**src/rtl/universal_shift_reg_seq.sv**
```systemverilog
`default_nettype none
// +----------------------------------------------------------------------------+
// | universal_shift_reg_seq: universal shift register, command handshake,      |
// | multi-cycle shift sequencing (one bit per clock).   Rev 1.0                 |
// +----------------------------------------------------------------------------+
module universal_shift_reg_seq #(
  parameter int WIDTH = 8,
  parameter int CNT_W = 4
) (
  input  logic             clk,
  input  logic             rst,
  input  logic             cmd_valid,
  output logic             cmd_ready,
  input  logic [2:0]       cmd_mode,
  input  logic [CNT_W-1:0] cmd_count,
  input  logic [WIDTH-1:0] par_in,
  input  logic             ser_in_r,
  input  logic             ser_in_l,
  output logic [WIDTH-1:0] out,
  output logic             ser_out_r,
  output logic             ser_out_l,
  output logic             busy,
  output logic             done
);

  localparam logic [2:0] c_mode_hold  = 3'd0;
  localparam logic [2:0] c_mode_shr   = 3'd1;
  localparam logic [2:0] c_mode_shl   = 3'd2;
  localparam logic [2:0] c_mode_load  = 3'd3;
  localparam logic [2:0] c_mode_ror   = 3'd4;
  localparam logic [2:0] c_mode_rol   = 3'd5;
  localparam logic [2:0] c_mode_asr   = 3'd6;
  localparam logic [2:0] c_mode_clear = 3'd7;

  localparam logic [CNT_W-1:0] c_cnt_zero = '0;
  localparam logic [CNT_W-1:0] c_cnt_one  = CNT_W'(1);

  typedef enum logic [0:0] {
    ST_IDLE  = 1'b0,
    ST_SHIFT = 1'b1
  } state_t;

  state_t           r_state, w_state_nxt;
  logic [WIDTH-1:0] r_out,   w_out_nxt;
  logic [CNT_W-1:0] r_rem,   w_rem_nxt;
  logic [2:0]       r_mode,  w_mode_nxt;
  logic             r_done,  w_done_nxt;
  logic             w_accept;

  // Single one-bit step; non-shift modes pass the value through unchanged.
  function automatic logic [WIDTH-1:0] f_shift1(
    input logic [2:0]       mode,
    input logic [WIDTH-1:0] v,
    input logic             sr,
    input logic             sl
  );
    logic [WIDTH-1:0] res;
    case (mode)
      c_mode_shr: res = {sr, v[WIDTH-1:1]};
      c_mode_shl: res = {v[WIDTH-2:0], sl};
      c_mode_ror: res = {v[0], v[WIDTH-1:1]};
      c_mode_rol: res = {v[WIDTH-2:0], v[WIDTH-1]};
      c_mode_asr: res = {v[WIDTH-1], v[WIDTH-1:1]};
      default:    res = v;
    endcase
    return res;
  endfunction

  assign cmd_ready = (r_state == ST_IDLE);
  assign busy      = (r_state == ST_SHIFT);
  assign w_accept  = cmd_valid && cmd_ready;
  assign out       = r_out;
  assign ser_out_r = r_out[0];
  assign ser_out_l = r_out[WIDTH-1];
  assign done      = r_done;

  always_comb begin
    w_state_nxt = r_state;
    w_out_nxt   = r_out;
    w_rem_nxt   = r_rem;
    w_mode_nxt  = r_mode;
    w_done_nxt  = 1'b0;
    case (r_state)
      ST_IDLE: begin
        if (w_accept) begin
          w_mode_nxt = cmd_mode;
          case (cmd_mode)
            c_mode_hold: w_done_nxt = 1'b1;
            c_mode_load: begin
              w_out_nxt  = par_in;
              w_done_nxt = 1'b1;
            end
            c_mode_clear: begin
              w_out_nxt  = '0;
              w_done_nxt = 1'b1;
            end
            default: begin
              // First shift happens on the accept edge itself.
              if (cmd_count == c_cnt_zero) begin
                w_done_nxt = 1'b1;
              end else begin
                w_out_nxt = f_shift1(cmd_mode, r_out, ser_in_r, ser_in_l);
                w_rem_nxt = cmd_count - c_cnt_one;
                if (cmd_count == c_cnt_one) w_done_nxt  = 1'b1;
                else                        w_state_nxt = ST_SHIFT;
              end
            end
          endcase
        end
      end
      ST_SHIFT: begin
        w_out_nxt = f_shift1(r_mode, r_out, ser_in_r, ser_in_l);
        w_rem_nxt = r_rem - c_cnt_one;
        if (r_rem == c_cnt_one) begin
          w_state_nxt = ST_IDLE;
          w_done_nxt  = 1'b1;
        end
      end
      default: w_state_nxt = ST_IDLE;
    endcase
  end

  always_ff @(posedge clk or negedge rst) begin
    if (!rst) begin
      r_state <= ST_IDLE;
      r_out   <= '0;
      r_rem   <= '0;
      r_mode  <= c_mode_hold;
      r_done  <= 1'b0;
    end else begin
      r_state <= w_state_nxt;
      r_out   <= w_out_nxt;
      r_rem   <= w_rem_nxt;
      r_mode  <= w_mode_nxt;
      r_done  <= w_done_nxt;
    end
  end

endmodule
`default_nettype wire
```
**config.mk**
```make
export PLATFORM = sky130hd
export DESIGN_NAME = universal_shift_reg_seq
export DESIGN_NICKNAME = d
export VERILOG_FILES = /design/src/rtl/universal_shift_reg_seq.sv
export SDC_FILE = /design/constraint.sdc
export NUM_CORES = 1
export LEC_CHECK = 0
export BUFFER_PORTS_ARGS = -buffer_cell sky130_fd_sc_hd__clkbuf_2
export CORE_AREA = 3 3 65 67
export CTS_BUF_LIST = sky130_fd_sc_hd__clkbuf_4
export DETAILED_ROUTE_END_ITERATION = 7
export DIE_AREA = 0 0 68 70
export PLACE_DENSITY = 0.7
export SLEW_MARGIN = 20
export SYNTH_ARGS = -nofsm -noshare
export SYNTH_HDL_FRONTEND = slang
export SYNTH_SLANG_ARGS = --single-unit
```
**constraint.sdc**
```tcl
create_clock -name clk -period 4.36 [get_ports clk]
set_input_delay 0.436 -clock clk [delete_from_list [all_inputs] [get_ports clk]]
set_output_delay 0.436 -clock clk [all_outputs]
set_load 0.01 [all_outputs]
```
# After elaboration in Yosys (flattened, before gate mapping)
# Cells that the tools add are included.
# Widths: inputs -> output; s select.
[word_totals] in_bits=20 wordCells=64 ff_bits=17
[classes] eq_ne=25 n_bitwise=1 addsub=2 muxes=22 n_reduce_logical=8
[op_table] op="$pmux 8 s5" n=2
[op_table] op="$pmux 8 s3" n=1
[op_table] op="$eq 3x3->1 const B" n=7
[op_table] op="$mux 8" n=2
[op_table] op="$pmux 8 s2" n=1
[op_table] op="$mux 4" n=3
[op_table] op="$mux 1" n=10
[op_table] op="$eq 3x2->1 const B" n=3
[op_table] op="$eq 4x1->1 const B" n=2
[op_table] op="$ne 2x2->1 const B" n=4
[op_table] op="$ne 8x1->1 const B" n=1
[op_table] op="$pmux 4 s2" n=1
[op_table] op="$sub 4x1->4 const B" n=2
[op_table] op="$ne 7x1->1 const B" n=1
[op_table] op="$reduce_and 7->1" n=1
[op_table] op="$eq 3x1->1 const B" n=2
[op_table] op="$ne 6x1->1 const B" n=1
[op_table] op="$ne 5x1->1 const B" n=1
[op_table] op="$reduce_and 5->1" n=1
[op_table] op="$logic_not 4->1" n=1
[op_table] op="$ne 4x2->1 const B" n=1
[op_table] op="$ne 4x4->1 const B" n=1
[op_table] op="$pmux 1 s2" n=2
[op_table] op="$logic_not 3->1" n=1
[op_table] op="6 further kinds" n=6

# Logic depth before layout (Yosys ltp)
[depth] depth_word=6 mapped_depth=7

# Least setup slack after synthesis
# No wires, ideal clock.
[synth_path] path_type="register to register" startpoint="reg r_state, in the netlist busy" endpoint="reg r_out[3], in the netlist out[3]" setup_slack_ps=2527 period_less_slack_ps=1833 t_arrival_ps=1730 stages_incl_launch_ff=8 cell_sequence="dfrtp_1 nand2b_4 buf_6 a311o_1 buf_2 and2_4 buf_6 o41ai_2"
[synth_via] elab_chain_len=4 word_cells_on_any_way=9 cone_classes="eq/ne (5); mux (1); bitwise (1); reduce/logical (2)"
[synth_rtl] item="from (decl)" line_no="43" text="state_t r_state, w_state_nxt;"
[synth_rtl] item="from (signal assigned)" line_no="131" text="r_state <= w_state_nxt;"
[synth_rtl] item="$not 1->1 (no source line)"
[synth_rtl] item="$logic_and 1x1->1" line_no="71" text="assign w_accept = cmd_valid && cmd_ready;"
[synth_rtl] item="$ne 2x1->1 (no source line)"
[synth_rtl] item="$reduce_and 5->1 (no source line)"
[synth_rtl] item="to (signal assigned)" line_no="132" text="r_out <= w_out_nxt;"
[synth_rtl] item="to (decl)" line_no="44" text="logic [WIDTH-1:0] r_out, w_out_nxt;"
# Several ways; a longest one is shown, not always the timed one.
# A chain may end at the register's enable or synchronous reset.

# Final worst setup path
[layout_path] startpoint="reg r_state, in the netlist busy" endpoint="out cmd_ready"
[layout_via] elab_chain_len=1
[layout_rtl] item="$not 1->1 (no source line)"
[layout_rtl] item="to (decl)" line_no="13" text="output logic cmd_ready,"
# Every way passes these cells.

==> metrics list <==
- Counting along the longest clock path gives a buffer depth of 2.
- Clock insertion delay at the later pin of the skew report: roughly 300 ps
* Post-CTS Setup Bufs: 0
* Dpl cell area: about 1600 sq um
* Area of the core: about 3700 sq um
- Worst-case setup slack after placement: 2170 ps
* Number of hold violations in the final report: 0
- Gr ovfl total: 0
- Post-synth top area share: 28.8%
* Setup clock skew after layout: 0.406 ps
- Most instantiated flip-flop cell in the synthesis netlist: sky130_fd_sc_hd__dfrtp_1
- Detailed placement finished with a half-perimeter wire length of 2710 um.
- Seq cells post-synth: 17
* Sequential cell area fraction in the yosys report: 28.8%
- Initial antenna violation count: 0
- In this run the critical register-to-register path is launched from busy$_DFF_PN0_.
- Max Fanout on Critical Path: 26
- The worst setup path is of the flop to output port kind.
* Data required time of the worst path: ~3900 ps
- Final estimated routing congestion in global placement: between 0.8 and 0.9
- Clock Tree Root: sky130_fd_sc_hd__clkbuf_4
* Outcome: complete, no violations
* CP endpoint kind: output port
* Combined global-route utilization of all metal layers: 16.7%
- After synthesis, the netlist uses 49 different library cells.
* Ports: 33
- Quantity of gates resized following cts: 0
- Wire length after detailed routing: roughly 3700 um
* Crit path max-delay cell type: sky130_fd_sc_hd__dfrtp_1
- The count of buffers added on input and output ports is 32.
- Setup violations remaining at the end of the flow were counted as 0.
* Starting utilization of the core area: 40.0%
- Router iterations before antenna repair: 4
- Post-synthesis average cell area: 8.84 sq um
- The most common cell in the synthesized netlist is sky130_fd_sc_hd__dfrtp_1.
- After synthesis, the share of flip-flops with an asynchronous set or reset is 100%.
- Synthesis-to-layout area growth: 11.5%
* Vias in the first global route: 1359
* PwrDens: 686 nW/um^2
- After clock tree synthesis, the clock-pin slew on the worst setup and hold paths is 100 ps.
- When the netlist entered floorplanning its net count stood at 191.
- In this run the vertical extent of the chip is 70 um.
* Number of inserted diodes: 0
- Fin cells: 237
* Number of warning messages in the yosys log: 0
* Cell Area, Synth: between 1000 and 1500 sq um
- In the post-route analysis, the smallest setup slack over all paths is 2240 ps.
- CP bufs+invs: 2
- With fillers left out, the area of the finished cells amounts to 1650 sq um.
- Once placement completed, the tool counted placed cells totaling ~230.
- Reported leakage power: 0.774 nW
- Measured against its own limit, the worst slew margin works out to 43.5%.
* Max-slew violation count: 0
* Summed negative setup slack over all endpoints: 0 ps
* Crit start category: flop
* Final layout net count: 214
* Vias: 1425
* Number of flops mapped to enable cells by yosys: 0
- H-tree levels: 1
* Wire length of the first global-routing pass: around 6300 um
- Hold buffer count at cts: 0
* Leading area contributor after synthesis: sky130_fd_sc_hd__dfrtp_1
- Post-route antenna net violation count: 0
* Total power consumption of the routed design: approximately 1.1 mW
- For this run, the slowest stage of the critical path takes 880 ps.
- Maximum number of pins on one net before global-route repair: 27
- Worst path cell trace: inv_2 -> clkbuf_2
* Setup repair after global routing missed its margin: no
- CTS Buf Count: 3
- Counting I/O delays and the setup requirement, the final critical path takes approximately 2100 ps.
- Main area contributors after synthesis: sky130_fd_sc_hd__dfrtp_1 (29%), sky130_fd_sc_hd__mux2i_1 (5.4%), sky130_fd_sc_hd__o41ai_2 (4.4%), sky130_fd_sc_hd__a221o_1 (4.1%), sky130_fd_sc_hd__a21oi_1 (3.4%)
- The min-delay analysis places its worst path in the category primary input to asynchronous set/reset pin.
- TritonCTS built the clock tree.
- For this run, the top clock speed supported by timing is 473 MHz.
- Starting DRC count in detailed routing: between 150 and 200
- Row generation in the floorplan step produced 22 rows.
* Wire length per cell: between 15 and 20 um
- Crit path arrival time: 1680 ps
* Critical Path Start: busy$_DFF_PN0_
* Actual transition at the worst max-transition pin: roughly 850 ps
- Synthesis handed over a netlist of 167 instances.
* Leading cell types by count after synthesis: sky130_fd_sc_hd__dfrtp_1 (17), sky130_fd_sc_hd__nand2_1 (11), sky130_fd_sc_hd__a21oi_1 (10)
- Detailed-route DRC error count: 0
- Ratio of cells with drive above 1 in the final layout: 23.3%
- Across the VDD grid, the largest voltage drop is 0.000205 V.
- Clock net sink count: 17
- The die covers 4760 sq um.
* Final critical-path share of the clock period: 48.5%
- Using the TritonRoute via totals, the vias-per-cell ratio works out to around 6.
- On the critical path the largest part of the delay comes from flip-flops.
- Max_cap viols: 0
* Die span in x: around 68 um
-- worst paths after layout --
path	end	cells past startpoint	slack (ps)
setup / recovery	cmd_ready	2	2240
hold / removal	out[1]$_DFFE_PN0P_	1	60
setup reg to reg	out[5]$_DFFE_PN0P_	4	2250
hold reg to reg	r_rem[0]$_DFFE_PN0P_	1	540
max in group asynchronous	out[5]$_DFFE_PN0P_	1	3990
min in group clk	busy$_DFF_PN0_	3	450
-- cells in the final DEF, fill, tap and decap left out, drive strengths merged, types with 2 or more instances in the layout --
cell type   n
nand4b      2
o21ai       7
nor3        8
mux2i       8
and2        2
dfrtp      17
a22o        4
ha          4
a221oi      4
nor2        7
o41ai       4
nand3       7
mux2        4
o21bai      2
inv        10
nand2b      5
a21oi      10
nand2      11
clkbuf     36
a211oi      2
or3b        2
nor2b       2
or3         2
o211ai      2
a221o       6
xor2        3
nand3b      2
a32oi       3
a22oi       2
-- stage by stage --
| step | util, % | hold slack, ps |
|---|---|---|
| global placement | 43.8 | 400 |
| detailed placement | 43.8 | 403 |
| floorplan | - | 140 |
| global route | 44.6 | 96.2 |
| finish | 44.6 | 60.4 |
| CTS | 44.6 | 71.4 |
-- per-layer routing --
layer  up-vias  track usage, %  routed length, um
met1       687            23.0               1720
met4         0            7.73                 80
met5         -               0                  0
li1        680               -                  -
met3         9            2.41                145
met2        49            25.4               1790
-- where the power goes --
part / internal [mW] / switching [mW] / total (mW)
combinational: 0.307 / 0.331 / 0.637
sequential: 0.240 / 0.156 / 0.397
clock: 0.0419 / 0.0530 / 0.0950
total: 0.589 / 0.540 / 1.13
-- flip-flops by register name (all words and copies together), names as in the netlist --
signal  cells
r_rem       4
busy        1
r_mode      3
done        1
out         8
-- cell families (layout without fill, tap and decap cells) --
| group | after synthesis | count (layout) | synth area share (%) |
|---|---|---|---|
| mux | 12 | 12 | 8.47 |
| simple gates | 54 | 54 | 20.7 |
| buf+inv | 24 | 46 | 7.97 |
| fa+ha+maj | 4 | 4 | 3.39 |
| flops | 17 | 17 | 28.8 |
| xor+xnor | 4 | 4 | 2.37 |
| compound gates | 52 | 52 | 28.3 |
-- cell type report --
type                    count  area [sq um]
clock buffers               4          30.0
flip-flops and latches     17           425
multi-input cells         126           933
inverters                  10          37.5
well taps                  48          60.1
fillers                   379          2040
repair buffers             32           160
-- worst reg2reg max path, stage by stage (launching register included) --
cell and delay, ps:
sky130_fd_sc_hd__dfrtp_1 690, sky130_fd_sc_hd__nand2b_4 320, sky130_fd_sc_hd__a311o_1 460, sky130_fd_sc_hd__and2_4 230, sky130_fd_sc_hd__o41ai_2 330
Power figures use the tool's default switching activity.
